==> config.mk <==
export PLATFORM = sky130hd
export DESIGN_NAME = mod_reduce
export DESIGN_NICKNAME = d
export VERILOG_FILES = /design/src/rtl/mod_reduce.sv
export SDC_FILE = /design/constraint.sdc
export NUM_CORES = 1
export LEC_CHECK = 0
export CORE_UTILIZATION = 45
export CTS_CLUSTER_DIAMETER = 120
export DETAILED_ROUTE_END_ITERATION = 8
export PLACE_DENSITY = 0.79
export SYNTH_ARGS = -nofsm -noshare
export SYNTH_HDL_FRONTEND = slang
export SYNTH_SLANG_ARGS = --single-unit
==> constraint.sdc <==
create_clock -name clk -period 5.6 [get_ports clk]
set_clock_uncertainty 0.2 [all_clocks]
set_input_delay 0.56 -clock clk [delete_from_list [all_inputs] [get_ports clk]]
set_output_delay 0.56 -clock clk [all_outputs]
set_load 0.005 [all_outputs]
==> src/rtl/mod_reduce.sv <==
// Sequential modular reducer: computes prod mod modulus by restoring
// shift-subtract, one product bit per cycle, MSB first.
module mod_reduce #(
  parameter int PW = 12,
  parameter int NW = 6
) (
  input  logic          clk,
  input  logic          rst_n,
  input  logic          start,
  input  logic [PW-1:0] prod,
  input  logic [NW-1:0] modulus,
  output logic          busy,
  output logic          done,
  output logic [NW-1:0] rem_out,
  output logic          err
);

  typedef enum logic [1:0] {IDLE, CALC, FIN} state_t;

  localparam int CW = $clog2(PW + 1);
  localparam logic [CW-1:0] LAST = CW'(PW - 1);

  state_t        state, next;
  logic [PW-1:0] prod_q;
  logic [NW-1:0] mod_q;
  logic [NW:0]   r, r_sh, r_next;
  logic [CW-1:0] cnt;
  logic          mod_zero;

  assign mod_zero = (mod_q == '0);
  assign busy     = (state != IDLE);

  // r < n before the shift, so the shifted value fits in NW+1 bits
  always_comb begin
    r_sh   = (r << 1) | {{NW{1'b0}}, prod_q[PW-1]};
    r_next = r_sh;
    if (r_sh >= {1'b0, mod_q}) r_next = r_sh - {1'b0, mod_q};
  end

  always_ff @(posedge clk or negedge rst_n) begin
    if (!rst_n) state <= IDLE;
    else        state <= next;
  end

  always_comb begin
    next = state;
    case (state)
      IDLE:    if (start) next = (modulus == '0) ? FIN : CALC;
      CALC:    if (cnt == LAST) next = FIN;
      FIN:     next = IDLE;
      default: next = IDLE;
    endcase
  end

  always_ff @(posedge clk or negedge rst_n) begin
    if (!rst_n) begin
      prod_q  <= '0;
      mod_q   <= '0;
      r       <= '0;
      cnt     <= '0;
      done    <= 1'b0;
      rem_out <= '0;
      err     <= 1'b0;
    end else begin
      done <= (state == FIN);
      case (state)
        IDLE: begin
          if (start) begin
            prod_q <= prod;
            mod_q  <= modulus;
            r      <= '0;
            cnt    <= '0;
          end
        end
        CALC: begin
          r      <= r_next;
          prod_q <= prod_q << 1;
          cnt    <= cnt + 1'b1;
        end
        FIN: begin
          rem_out <= mod_zero ? '0 : r[NW-1:0];
          err     <= mod_zero;
        end
        default: ;
      endcase
    end
  end

endmodule

After elaboration in Yosys (flattened, before gate mapping)
Index checks and enable logic that the tools add are counted.
{"block": "totals", "elab_cells": 37, "output_inout_bits": 9, "reg_bits": 38}
{"block": "classes", "muxes": 12, "magnitude_cmp": 1, "eq_ne": 5, "add_sub_neg": 2, "bitwise": 1, "n_reduce_logical": 8}
{"cell": "$pmux 12 s2", "n": 1}
{"cell": "$mux 6", "n": 3}
{"cell": "$logic_not 6->1", "n": 2}
{"cell": "$mux 12", "n": 1}
{"cell": "$pmux 6 s2", "n": 1}
{"cell": "$pmux 4 s2", "n": 1}
{"cell": "$ge 7x6->1", "n": 1}
{"cell": "$or 7x1->7", "n": 1}
{"cell": "$mux 2", "n": 3}
{"cell": "$reduce_and 2->1", "n": 3}
{"cell": "$sub 6x6->6", "n": 1}
{"cell": "$add 4x1->4 const B", "n": 1}
{"cell": "$eq 4x4->1 const B", "n": 1}
{"cell": "$mux 4", "n": 1}
{"cell": "$ne 2x2->1 const B", "n": 2}
{"cell": "$pmux 2 s2", "n": 1}
{"cell": "$reduce_bool 2->1", "n": 2}
{"cell": "$eq 2x1->1 const B", "n": 1}
{"cell": "$eq 2x2->1 const B", "n": 1}
{"cell": "$logic_not 2->1", "n": 1}

Longest topological paths before layout
Gate-level depths: netlist of run 1.
{"block": "depth", "depth_word": 4, "mapped_depth": 9}

Worst setup path after synthesis of run 1
Ideal clock, no wire load.
{"block": "synth_path", "kind": "register to register", "startpoint": "register prod_q[11]", "endpoint": "register r[4]", "synth_period_minus_slack_ns": 1.956, "stages_incl_launch_ff": 10, "path_buffers": 0, "setup_time_ns": 0.083, "t_required_ns": 5.317, "path_slack_ns": 3.644, "arrival_ns": 1.674, "path_cell_list": "dfrtp_1 > inv_1 > ha_1 > inv_1 > fa_1 > a21o_2 > a21oi_1 > xnor2_1 > mux2i_1 > o21ai_0"}
{"block": "synth_via", "elab_chain_len": 4, "elab_cells_between_ends": 5, "cone_classes": "add/sub: 1; order compare: 1; mux: 2; bitwise: 1"}
{"item": "start: declaration", "line_no": "24", "rtl": "logic [PW-1:0] prod_q;"}
{"item": "start signal: assignment", "line_no": "69", "rtl": "prod_q <= prod;"}
{"item": "start signal: assignment", "line_no": "77", "rtl": "prod_q <= prod_q << 1;"}
{"item": "$or 7x1->7 *", "line_no": "35", "rtl": "r_sh = (r << 1) | {{NW{1'b0}}, prod_q[PW-1]};"}
{"item": "$sub 6x6->6 or $ge 7x6->1 (tied branches)", "line_no": "37", "rtl": "if (r_sh >= {1'b0, mod_q}) r_next = r_sh - {1'b0, mod_q};"}
{"item": "$mux 6 *", "line_no": "37"}
{"item": "$pmux 6 s2 *", "line_no": "66", "rtl": "case (state)"}
{"item": "end signal: assignment", "line_no": "76", "rtl": "r <= r_next;"}
{"item": "end: declaration", "line_no": "26", "rtl": "logic [NW:0] r, r_sh, r_next;"}
Every way passes the cells marked *; elsewhere a longest branch is shown, timed or not.
A chain may end at the register's enable or synchronous reset.

Worst setup path after layout of run 1
{"block": "layout_path", "startpoint": "input port start", "endpoint": "register prod_q[10]"}
{"block": "layout_via", "elab_chain_len": 2}
{"item": "start: declaration", "line_no": "9", "rtl": "input logic start,"}
{"item": "$ne 2x2->1 (no line)"}
{"item": "$reduce_and 2->1 (no line)"}
No other way between the ends.

==> flow_summary_export.csv, run 1 <==
group,metric,value,unit
setup_path,r2r-end,"r[4]$_DFFE_PN0P_",
setup_path,cp_slowest_cell,"o21bai_2",
clocking,clock_path_buffers,2,
sta,period_needed,2.19,ns
global_route,grt_pass1_wl,6050,microns
clocking,cts.sinks,38,
placed_design,place.gp.congestion,0.829,
synthesis,synthFlopType,"dfrtp_1",
job,drv_cap,0,
setup_path,cpPeakStageDelay,0.86,ns
synthesis,synth-simple-area-share,15.6,%
worst_hold_path,min_path_type,"input port to asynchronous set/reset pin",
die,fp.dieW,67.1,microns
placed_design,dp_hpwl,2560,microns
drt,avgViaCountPerCell,5.28,
synthesis,synth-seq-cells,38,
final_layout,final_core_util,57.1,%
power_and_ir_drop,p_leak,0.00107,uW
synthesis,synth_most_common_cell,"nand2_1",
status,run_status,"finished clean",
die,num_rows,23,
clocking,htreeDepth,2,
clocking,cts_setup_buffers,0,
synthesis,syn_nets,227,
synthesis,postSynthCellCount,198,
synthesis,synth-xor-area-share,1.38,%
setup_path,critPathMaxFanout,32,
clocking,cts.repair.resized,0,
placed_design,dp_slack,3.07,ns
synthesis,synthTopCellsByCount,"nand2_1 (39), dfrtp_1 (38), o21ai_0 (31)",
power_and_ir_drop,max-vdd-ir-drop,0.000261,V
synthesis,synth_top_area_share,49.8,%
clocking,cts_inserted_buffers,5,
die,die_area,4510,sq um
final_layout,drive_above_1_share,4.87,%
sta,fin_hold_ws,0.168,ns
setup_path,critPathKind,"input port to register",
clocking,worstSkewPairLatency,0.29,ns
global_route,grt_max_degree,39,
setup_path,ff2ff_path_depth,9,
sta,final-setup-viol-count,0,
die,initial_core_util,47.4,%
sta,slew_headroom,27.5,%
clocking,clk_pin_slew,0.07,ns
global_route,grt_pass1_vias,1406,
global_route,antenna_found_initial,0,
synthesis,async_reset_ff_share,100,%
clocking,cts_tree,"built",
clocking,cts-root-buf,"clkbuf_8",
drt,drtAntennaViolNets,0,
synthesis,synthAdderAreaFrac,5.64,%
final_layout,n_fill_cell,361,
drt,wirelength,3590,microns
drt,drt-initial-drc-count,53,
synthesis,synth.area.mux_share,8.98,%
placed_design,port_buffers,29,
synthesis,synth_edf_count,0,
synthesis,yosys_warnings,0,
placed_design,postPlaceCellArea,2230,sq um
final_layout,final_area,2300,sq um
synthesis,synth_compound_area_share,14.4,%
global_route,grt_use_total,18.3,%
drt,drc_errors,0,
synthesis,post_synth.cell_area_avg,9.64,sq um
setup_path,cp.required,5.52,ns
sta,tightest_slew,1.09,ns
sta,finalMaxSlewViolations,0,
synthesis,seq_area_frac_synth,49.8,%
setup_path,end_kind,"register",
sta,hold_viol_final,0,
clocking,ctsHoldBuffers,0,
synthesis,synth_top_family_by_area,"simple AND/OR/NAND/NOR gates",
power_and_ir_drop,power.density,570,nW/um^2
setup_path,crit_arrival,2.11,ns
final_layout,antenna_cells,0,
sta,rsz0062_at_grt,"no",
drt,num_vias,1458,
setup_path,rrSetupSlack,3.46,ns
sta,setup_slack,3.41,ns
synthesis,synth.area.top_cells,"dfrtp_1 (50%), mux2i_1 (8.4%), o21ai_0 (8.1%), nand2_1 (7.7%), ha_1 (4.6%)",
die,core,4030,sq um
final_layout,fin_nets,255,
setup_path,crit-reg2reg-launch,"prod_q[11]$_DFFE_PN0P_",
sta,max_freq,458,MHz
setup_path,crit_path_start_kind,"input port",
drt,wl_per_cell,13.0,microns
sta,fin_setup_tns,0,ns
setup_path,cp_cell_sequence,"clkdlybuf4s50_1, o21bai_2, o21ai_0",
drt,dr.pass1.iters,4,
die,ios,30,
synthesis,syn_area,1910,sq um
global_route,overflow,0,
synthesis,synthDistinctLibCells,34,
die,chipHeight,67.1,microns
final_layout,area_growth,20.6,%
sta,min_period_over_period,39.0,%
synthesis,synth_area_leader_cell,"dfrtp_1",
## state kept, by name (all words and copies together) (netlist names)
register and flops:
prod_q 12, r 6, done 1, state 2, mod_q 6, err 1, cnt 4, rem_out 6
## power by group
part / internal, uW / total, uW / switching (uW)
clock network: 85.7 / 178 / 91.9
registers: 389 / 466 / 76.8
logic: 317 / 668 / 351
total: 792 / 1310 / 519
## final cells by class
| class | count | area [sq um] | share of cell area [%] |
|---|---|---|---|
| repair buffers | 30 | 293 | 12.7 |
| clock buffers | 7 | 76.3 | 3.32 |
| multi-input cells | 141 | 882 | 38.3 |
| well taps | 50 | 62.6 | 2.72 |
| flip-flops and latches | 38 | 951 | 41.3 |
| inverters | 10 | 37.5 | 1.63 |
## worst max-delay path by stage
stage | startpoint | depth (start not counted) | slack (ns) | end
2_1_floorplan | prod_q[11]$_DFFE_PN0P_ | 9 | 3.64 | r[4]$_DFFE_PN0P_
3_3_place_gp | start | 3 | 3.13 | prod_q[9]$_DFFE_PN0P_
3_5_place_dp | start | 3 | 3.07 | prod_q[9]$_DFFE_PN0P_
4_1_cts | start | 3 | 3.39 | prod_q[4]$_DFFE_PN0P_
5_1_grt | start | 3 | 3.18 | prod_q[7]$_DFFE_PN0P_
6_report | start | 3 | 3.41 | prod_q[10]$_DFFE_PN0P_
## cells by family after synthesis
| family | count (synthesis) |
|---|---|
| simple gates | 65 |
| compound gates | 48 |
| flops | 38 |
| buf+inv | 19 |
| mux | 17 |
| fa+ha+maj | 8 |
| xor+xnor | 3 |
## placed cells by master, fill, tap and decap left out, types with 2 or more instances in the layout
| cell type | n |
|---|---|
| nor3_1 | 2 |
| clkbuf_1 | 2 |
| clkbuf_8 | 5 |
| a22o_1 | 3 |
| nand3_1 | 3 |
| xor2_1 | 2 |
| inv_1 | 10 |
| o21ai_1 | 2 |
| or4_1 | 2 |
| nor2b_1 | 3 |
| nand3b_1 | 2 |
| mux2i_1 | 16 |
| dfrtp_1 | 38 |
| ha_1 | 7 |
| clkdlybuf4s50_1 | 28 |
| nand2_1 | 39 |
| nand2b_1 | 3 |
| o21ai_0 | 31 |
| nor2_1 | 6 |
| a21oi_1 | 6 |
## metrics by stage
stage / power (uW) / std cells
after global routing: 1440 / 276
after CTS: 1320 / 276
final: 1310 / 276
after detailed placement: 1140 / 269
after floorplan: 992 / 198
after global placement: 1110 / 269
## per-layer routing
metal  routed length (microns)  up-vias  share of wire [%]  GRT usage, %
li1                          -      737                  -             -
met1                      1680      684                 47          21.9
met2                      1700       28                 47          30.3
met3                       116        9                3.2          4.05
met4                        98        0                2.7          10.1
met5                         0        -                  0             0
## worst max-delay path, delay by kind of cell
| family | cells | cell delay, ns |
|---|---|---|
| AOI/OAI and AO/OA | 2 | 1.08 |
| buffers and inverters | 1 | 0.46 |
Note: power is estimated with default switching activity, not from simulation.
==> run 2, diff against run 1 <==
--- a/config.mk
+++ b/config.mk
@@ -8,7 +8,7 @@
 export CORE_UTILIZATION = 45
 export CTS_CLUSTER_DIAMETER = 120
 export DETAILED_ROUTE_END_ITERATION = 8
-export PLACE_DENSITY = 0.79
+export PLACE_DENSITY = 0.81
 export SYNTH_ARGS = -nofsm -noshare
 export SYNTH_HDL_FRONTEND = slang
 export SYNTH_SLANG_ARGS = --single-unit
==> constraint.sdc (replaced) <==
create_clock -name clk -period 1.9 [get_ports clk]
set_clock_uncertainty 0.2 [all_clocks]
set_input_delay 0.19 -clock clk [delete_from_list [all_inputs] [get_ports clk]]
set_output_delay 0.19 -clock clk [all_outputs]
set_load 0.005 [all_outputs]
==> flow_summary_export.csv, run 2 (synthesized netlist as in run 1, its figures left out) <==
group,metric,value,unit
status,run_status,"finished with violations",
status,failed_checks,"negative setup slack",
clocking,clock_path_buffers,2,
global_route,grt_max_degree,39,
power_and_ir_drop,p_leak,0.00123,uW
die,num_rows,23,
setup_path,cp_slowest_cell,"dfrtp_1",
setup_path,cp.required,1.92,ns
global_route,top_usage_layer,"met2",
setup_path,r2r-end,"r[4]$_DFFE_PN0P_",
setup_path,critPathMaxFanout,3,
die,die_area,4510,sq um
placed_design,place.gp.congestion,0.813,
drt,wl_per_cell,14.7,microns
drt,drtAntennaViolNets,0,
setup_path,crit_arrival,2.02,ns
placed_design,dp_cells,290,
sta,finalMaxSlewViolations,0,
global_route,antenna_found_initial,0,
final_layout,n_fill_cell,324,
setup_path,cp.depth,9,
sta,slew_headroom,68.6,%
setup_path,cp-endpoint,"r[4]$_DFFE_PN0P_",
drt,avgViaCountPerCell,5.18,
worst_hold_path,min_path_type,"input port to asynchronous set/reset pin",
drt,drc_errors,0,
global_route,grt_use_met1,28.4,%
die,chipHeight,67.1,microns
drt,dr.pass1.iters,4,
setup_path,ff2ff_path_depth,9,
final_layout,largest-register,"prod_q",
clocking,clk_pin_slew,0.08,ns
die,initial_core_util,47.4,%
clocking,cts_tree,"built",
setup_path,crit_path_start_kind,"register",
clocking,cts_inserted_buffers,5,
setup_path,rrSetupSlack,-0.10,ns
sta,final-setup-viol-count,5,
final_layout,drive_above_1_share,24.7,%
clocking,cts-root-buf,"clkbuf_8",
global_route,grt_pass1_vias,1585,
global_route,grt_use_total,23.7,%
setup_path,cp_cell_sequence,"inv_2, ha_4, inv_2, fa_2, a21o_2, a21oi_2, xnor2_1, mux2i_1, o21ai_1",
placed_design,dp_slack,-0.144,ns
die,fp.dieW,67.1,microns
setup_path,crit_path_start,"prod_q[11]$_DFFE_PN0P_",
sta,tightest_slew,0.472,ns
setup_path,cpPeakStageDelay,0.40,ns
global_route,grt_pass1_wl,7520,microns
setup_path,path_buf_inv,2,
die,ios,30,
sta,hold_viol_final,0,
setup_path,cp_common_cell,"inv_2",
die,core,4030,sq um
global_route,met2_usage,37.6,%
sta,rsz0062_at_grt,"yes",
power_and_ir_drop,power.density,1910,nW/um^2
setup_path,end_kind,"register",
power_and_ir_drop,max-vdd-ir-drop,0.000710,V
clocking,worstSkewPairLatency,0.30,ns
final_layout,area_growth,38.7,%
final_layout,largest_reg_flops,12,
final_layout,fin_nets,287,
drt,wirelength,4560,microns
final_layout,most-common-layout-cells,"nand2_1 (38), dfrtp_1 (37), buf_4 (31)",
clocking,cts.sinks,38,
drt,num_vias,1602,
sta,setup_slack,-0.100,ns
setup_path,crit_family,"adder cells",
setup_path,crit-reg2reg-launch,"prod_q[11]$_DFFE_PN0P_",
final_layout,layout.cells.non_filler,309,
final_layout,final_common_cell,"nand2_1",
setup_path,critPathKind,"register to register",
drt,drt-initial-drc-count,139,
placed_design,dp_hpwl,3090,microns
clocking,htreeDepth,2,
sta,max_freq,500,MHz
global_route,overflow,0,
sta,min_period_over_period,105,%
job,drv_cap,0,
sta,period_needed,2.00,ns
placed_design,port_buffers,29,
global_route,grtUsageMet3,5.91,%
final_layout,antenna_cells,0,
[run 2: cell count changes in the layout (fill, tap and decap cells not counted), moves of 2 or more]
| cell | delta |
|---|---|
| clkbuf_1 | -2 |
| o21ai_1 | +2 |
| mux2i_1 | -2 |
| ha_1 | -3 |
| buf_4 | +30 |
| a21oi_2 | +2 |
| ha_4 | +3 |
| inv_2 | +6 |
| o21ai_0 | -3 |
| a21oi_1 | -2 |
| inv_1 | -6 |
[run 2: power breakdown]
part	internal, uW	switching [uW]	leakage, uW
Clock	292	298	0.0000472
Sequential	1150	236	0.000481
Combinational	1620	1460	0.000701
Total	3060	2000	0.00123
[run 2: worst register-to-register path, delay by kind of cell (launching register included)]
| kind | cells | cell delay, ns |
|---|---|---|
| buffers and inverters | 2 | 0.14 |
| AO/OA/AOI/OAI | 3 | 0.47 |
| adder cells (fa/ha/maj) | 2 | 0.49 |
| multiplexers | 1 | 0.09 |
| XOR/XNOR | 1 | 0.12 |
| flip-flops | 1 | 0.40 |
[run 2: layout make-up]
| type | count | area, sq um | area share (%) |
|---|---|---|---|
| clock buffers | 6 | 82.6 | 3.12 |
| clock inverters | 2 | 12.5 | 0.472 |
| inverters | 10 | 37.5 | 1.42 |
| multi-input cells | 141 | 962 | 36.3 |
| flip-flops and latches | 38 | 952 | 35.9 |
| well taps | 50 | 62.6 | 2.36 |
| repair buffers | 62 | 539 | 20.4 |
[run 2: how the worst min path moves through the flow]
stage                     startpoint                      to  slack (ns)
after floorplan                rst_n      cnt[0]$_DFFE_PN0P_       -0.31
after global placement         rst_n  rem_out[4]$_DFFE_PN0P_        0.06
after detailed placement       rst_n  rem_out[5]$_DFFE_PN0P_        0.07
after CTS                 modulus[4]    mod_q[4]$_DFFE_PN0P_        0.27
after global routing         prod[0]   prod_q[0]$_DFFE_PN0P_        0.30
final                          rst_n        r[1]$_DFFE_PN0P_        0.26
[run 2: what timing repair did]
item                                    in CTS  in global routing
resized for setup                           15                  8
buffers inserted                            10                  0
pin swaps                                    6                  2
endpoints found under the setup margin       6                  7
endpoints found under the hold margin       38                  0
hold buffers                                 1                  0
[run 2: per-layer routing]
metal	wire [microns]	vias to the layer above
met5	0	-
met4	198	0
met3	166	15
met2	2190	41
met1	2000	745
li1	-	801
[run 2: metrics by stage]
step                cell area (sq um)  TNS (ns)  hold WS [ns]  utilization, %  total power (uW)
finish                           2650    -0.313         0.262            65.7              5050
global route                     2650    -0.698         0.299            65.7              5400
CTS                              2640    -0.197         0.270            65.4              4860
detailed placement               2400    -0.491        0.0650            59.6              3860
global placement                 2400   -0.0723        0.0624            59.6              3700
floorplan                        1930         0        -0.306               -              2990
